===== config.mk =====
export PLATFORM = sky130hd
export DESIGN_NAME = uart_rx_wrapper
export DESIGN_NICKNAME = d
export VERILOG_FILES = /design/src/rtl/uart_rx_wrapper.sv
export SDC_FILE = /design/constraint.sdc
export NUM_CORES = 1
export LEC_CHECK = 0
export CORE_MARGIN = 2
export CORE_UTILIZATION = 55
export DETAILED_ROUTE_END_ITERATION = 16
export PLACE_DENSITY = 0.76
export SLEW_MARGIN = 20
export SYNTH_ARGS = -nofsm -noshare
export SYNTH_HDL_FRONTEND = slang
export SYNTH_SLANG_ARGS = --single-unit

===== constraint.sdc =====
create_clock -name CLK_I -period 3.66 [get_ports CLK_I]
set_clock_uncertainty 0.05 [all_clocks]
set_input_delay 0.549 -clock CLK_I [delete_from_list [all_inputs] [get_ports CLK_I]]
set_output_delay 0.549 -clock CLK_I [all_outputs]
set_load 0.005 [all_outputs]

===== src/rtl/uart_rx_wrapper.sv =====
// Multi-byte 8N1 UART receiver: bit-level receiver, frame assembler (first byte lands in the MSB)
// and an inter-byte idle timeout that drops partial frames.
module uart_rx_wrapper #(
    parameter int SYS_CLK_PERIOD = 50,
    parameter int BAUD_RATE      = 115200,
    parameter int BYTE_NUM       = 9,
    parameter int TIMEOUT_BITS   = 20
) (
    input  logic                  CLK_I,
    input  logic                  RSTN_I,
    input  logic                  UART_I,
    output logic [BYTE_NUM*8-1:0] DATA_O,
    output logic                  VALID_O,
    output logic                  BUSY_O,
    output logic                  ERR_O,
    output logic                  TIMEOUT_O
);
    localparam int BAUD_DIV     = 1000000000 / (SYS_CLK_PERIOD * BAUD_RATE);
    localparam int HALF_DIV     = BAUD_DIV / 2;
    localparam int TIMEOUT_CLKS = TIMEOUT_BITS * BAUD_DIV;
    localparam int CNT_W        = $clog2(BYTE_NUM + 1);
    localparam int W            = BYTE_NUM * 8;

    typedef enum logic [2:0] {ST_IDLE, ST_START, ST_DATA, ST_STOP, ST_BREAK} state_t;

    state_t           state_reg;
    logic             sync_reg;
    logic             rx_s;
    logic [15:0]      baud_cnt_reg;
    logic [31:0]      idle_cnt_reg;
    logic [2:0]       bit_idx_reg;
    logic [7:0]       bits_reg;
    logic [CNT_W-1:0] count_reg;
    logic [W-1:0]     shift_reg;
    logic [W-1:0]     shift_in;
    logic             partial;

    generate
        if (BYTE_NUM == 1) begin : g_single
            assign shift_in = bits_reg;
        end else begin : g_multi
            assign shift_in = {shift_reg[W-9:0], bits_reg};
        end
    endgenerate

    // Idle timer only matters between bytes of an incomplete frame.
    assign partial = (count_reg != '0) && (count_reg < CNT_W'(BYTE_NUM));
    assign BUSY_O  = (state_reg != ST_IDLE) || (count_reg != '0);

    always_ff @(posedge CLK_I or negedge RSTN_I) begin
        if (!RSTN_I) begin
            sync_reg     <= 1'b1;
            rx_s         <= 1'b1;
            state_reg    <= ST_IDLE;
            baud_cnt_reg <= '0;
            idle_cnt_reg <= '0;
            bit_idx_reg  <= '0;
            bits_reg     <= '0;
            count_reg    <= '0;
            shift_reg    <= '0;
            DATA_O       <= '0;
            VALID_O      <= 1'b0;
            ERR_O        <= 1'b0;
            TIMEOUT_O    <= 1'b0;
        end else begin
            sync_reg  <= UART_I;
            rx_s      <= sync_reg;
            VALID_O   <= 1'b0;
            ERR_O     <= 1'b0;
            TIMEOUT_O <= 1'b0;

            // Frame completion lands one clock after the last good stop sample.
            if (count_reg == CNT_W'(BYTE_NUM)) begin
                DATA_O    <= shift_reg;
                VALID_O   <= 1'b1;
                count_reg <= '0;
            end

            case (state_reg)
                ST_IDLE: begin
                    // A start edge takes priority over a simultaneous timeout expiry.
                    if (!rx_s) begin
                        state_reg    <= ST_START;
                        baud_cnt_reg <= '0;
                        idle_cnt_reg <= '0;
                    end else if (partial) begin
                        if (idle_cnt_reg == 32'(TIMEOUT_CLKS - 1)) begin
                            TIMEOUT_O    <= 1'b1;
                            count_reg    <= '0;
                            idle_cnt_reg <= '0;
                        end else begin
                            idle_cnt_reg <= idle_cnt_reg + 32'd1;
                        end
                    end else begin
                        idle_cnt_reg <= '0;
                    end
                end
                ST_START: begin
                    if (baud_cnt_reg == 16'(HALF_DIV - 1)) begin
                        baud_cnt_reg <= '0;
                        if (rx_s) begin
                            state_reg <= ST_IDLE;
                        end else begin
                            state_reg   <= ST_DATA;
                            bit_idx_reg <= '0;
                        end
                    end else begin
                        baud_cnt_reg <= baud_cnt_reg + 16'd1;
                    end
                end
                ST_DATA: begin
                    if (baud_cnt_reg == 16'(BAUD_DIV - 1)) begin
                        baud_cnt_reg <= '0;
                        bits_reg     <= {rx_s, bits_reg[7:1]};
                        bit_idx_reg  <= bit_idx_reg + 3'd1;
                        if (bit_idx_reg == 3'd7) begin
                            state_reg <= ST_STOP;
                        end
                    end else begin
                        baud_cnt_reg <= baud_cnt_reg + 16'd1;
                    end
                end
                ST_STOP: begin
                    if (baud_cnt_reg == 16'(BAUD_DIV - 1)) begin
                        baud_cnt_reg <= '0;
                        if (rx_s) begin
                            shift_reg <= shift_in;
                            count_reg <= count_reg + 1'b1;
                            state_reg <= ST_IDLE;
                        end else begin
                            ERR_O     <= 1'b1;
                            count_reg <= '0;
                            state_reg <= ST_BREAK;
                        end
                    end else begin
                        baud_cnt_reg <= baud_cnt_reg + 16'd1;
                    end
                end
                ST_BREAK: begin
                    if (rx_s) begin
                        state_reg <= ST_IDLE;
                    end
                end
                default: state_reg <= ST_IDLE;
            endcase
        end
    end
endmodule

==> reports/results.txt <==
final hold vios - 0
crit path time final - 2.763 ns
CTS H-tree lvls - 1
Clock Tree Buf Depth - 3
TritonCTS clock tree - done
pin count of the biggest net entering global routing - 101
slew margin rel. - 47.96%
final period utilization - 75.49%
Die Ht - 135.6 um
remaining global-route overflow - 0
Area Overhead vs Synth - 17.04%
RD Place Congestion - 0.8889
mapped cell area - 9528 um^2
asr flop ratio synth - 100.0%
Worst setup startpoint - state_reg[2]$_DFFE_PN0P_
most common flop cell mapped by yosys - dfrtp_1
Crit Path Category - reg2out
number of cells on the worst reg-to-reg path - 7
setup TNS - 0 ns
DR vias - 6,926
drt first pass iters - 5
filler cell count - 1,318
unrepaired setup endpoints after global routing - no
commonest cells after routing, fill and taps aside - nand2_1, dfrtp_1, mux2_2
Slew Limit Fails - 0
crit end category - output pin
share of the synthesized area in the top cell type - 55.94%
synthesized flop and latch total - 215
first-pass GRT wire length - 33,670 um
RR Startpoint - baud_cnt_reg[0]$_DFFE_PN0P_
Hold Crit Class - in2async
final hold slack - 0.07038 ns
most common cell after layout, fill and taps aside - nand2_1
crit path DAT - 2.16 ns
antenna violations before repair - 0
root buffer cell - clkbuf_16
Synth Instances - 907
Reg clk slew, reported paths - 0.06 ns
Peak Freq - 361.9 MHz
critical path peak fanout - 17
Synth Warn # - 0
Critical Path RT - 3.06 ns
r2r endpoint - bit_idx_reg[2]$_DFFE_PN0P_
final setup fails - 0
num rows - 48
Syn Nets - 919
share of layout cells above drive strength 1 - 15.21%
DR iter-0 viols - 534
Peak VDD IR - 0.3300 mV
worst-margin pin slew - 0.7806 ns
status - finished clean
dpl hpwl - 13,070 um
Routed WL - 20,090 um
top cells by area, synth - dfrtp_1, nand2_1, mux2_2
Via density - 5.719
IO Port Bufs - 78
Hold Buf Count CTS - 0
TritonCTS buffer count - 22
CTS resizes - 0
max-cap violations - 0
Total GRT Usage - 22.39%
antenna-violating nets left - 0
Skew-Pair Late Insertion Delay - 0.50 ns
die width - 135.6 um
Routed WL per cell - 16.59 um
Initial Utilization - 55.67%
# IOs - 79
Post-synth EDFFs - 0
leakage - 5.371 nW
mean post-synth cell area - 10.50 um^2
register area share after synthesis - 56.49%
area leader, netlist - dfrtp_1
vias in the first global route - 6,662
CTS sink cnt - 215
DIE AREA - 18,390 um^2
crit path capture - BUSY_O
critical path launch point type - flop
ant diodes - 0
Distinct cells, synth - 66
setup repair bufs after CTS - 0
DRC errors left - 0
r2r setup slk - 1.16 ns
Pwr Density - 409.5 nW/um^2
core area - 17,120 um^2
Final #Nets - 984
## metrics by stage
step | area, um^2 | total power, mW | util, % | instances | worst slack, ns
floorplan | 9528 | 2.426 | - | 907 | 1.584
global placement | 10460 | 2.481 | 61.13 | 1173 | 1.262
detailed placement | 10460 | 2.481 | 61.13 | 1173 | 1.215
CTS | 11150 | 4.625 | 65.15 | 1211 | 0.8867
global route | 11150 | 4.726 | 65.15 | 1211 | 0.7932
finish | 11150 | 4.567 | 65.15 | 1211 | 0.8970
## logic make-up (layout without fill, tap and decap cells)
logic type	after synthesis	in the layout	synth area share, %
buffers and inverters	75	154	3.729
XOR/XNOR	16	16	1.471
adder cells (fa/ha/maj)	9	9	1.182
AND/OR/NAND/NOR	418	418	21.09
flip-flops	215	215	56.49
AO/OA/AOI/OAI	91	91	6.251
multiplexers	83	83	9.783
## power by group
group | total, mW | internal [mW] | leakage, nW | switching, mW
Combinational | 0.0528 | 0.00707 | 2.04 | 0.0457
Sequential | 2.38 | 2.38 | 2.98 | 0.00226
Clock | 2.13 | 1.24 | 0.348 | 0.890
## layout make-up
cell class              count  area, um^2  area share [%]
clock buffers              32       659.4           5.913
clock inverters             6       30.03          0.2693
inverters                  24       90.09          0.8078
multi-input cells         617        3794           34.02
flip-flops and latches    215        5383           48.27
well taps                 225       281.5           2.524
repair buffers             92       914.6           8.202
## cell usage after synthesis (3+ instances only)
cell and count:
nor2b_1 4, nor3b_1 3, a22o_1 3, buf_2 14
xnor2_1 11, nor4bb_1 4, buf_4 4, nand4_1 17
and4_1 8, a31oi_1 31, clkbuf_1 26, nor4b_1 5
nand2_1 250, a41oi_1 6, buf_6 4, or3_1 4
dfrtp_1 213, a21oi_1 7, inv_1 23, o22ai_1 8
nor4_2 3, ha_1 9, nand3b_1 5, nor4_1 11
and2_1 4, nor3_1 11, o211ai_1 3, o21ai_0 20
nor2_1 36, and3_1 6, xor2_1 5, nand3_1 29
mux2_2 81
## worst min path at each step
| stage | endpoint | start | cells past startpoint | slack (ns) |
|---|---|---|---|---|
| global route | DATA_O[68]$_DFFE_PN0P_ | RSTN_I | 1 | 0.14 |
| detailed placement | rx_s$_DFF_PN1_ | sync_reg$_DFF_PN1_ | 0 | 0.30 |
| finish | DATA_O[60]$_DFFE_PN0P_ | RSTN_I | 1 | 0.07 |
| CTS | DATA_O[69]$_DFFE_PN0P_ | RSTN_I | 1 | 0.11 |
| global placement | rx_s$_DFF_PN1_ | sync_reg$_DFF_PN1_ | 0 | 0.30 |
| floorplan | DATA_O[0]$_DFFE_PN0P_ | RSTN_I | 0 | 0.20 |
## routing by layer
layer  share of wire, %  vias up  GRT usage [%]
li1                   -     3268              -
met2                 48      222          37.54
met4                2.2        0          6.192
met3                5.3       31          2.768
met1                 44     3405          31.06
met5                  0        -              0
## worst max-delay path, cell delays in order (launching register included)
cell and delay (ns):
dfrtp_1 0.52, nor3_2 0.22, buf_4 0.25, nand3_1 0.18
clkdlybuf4s50_1 0.49
(Power assumes the default switching activity.)
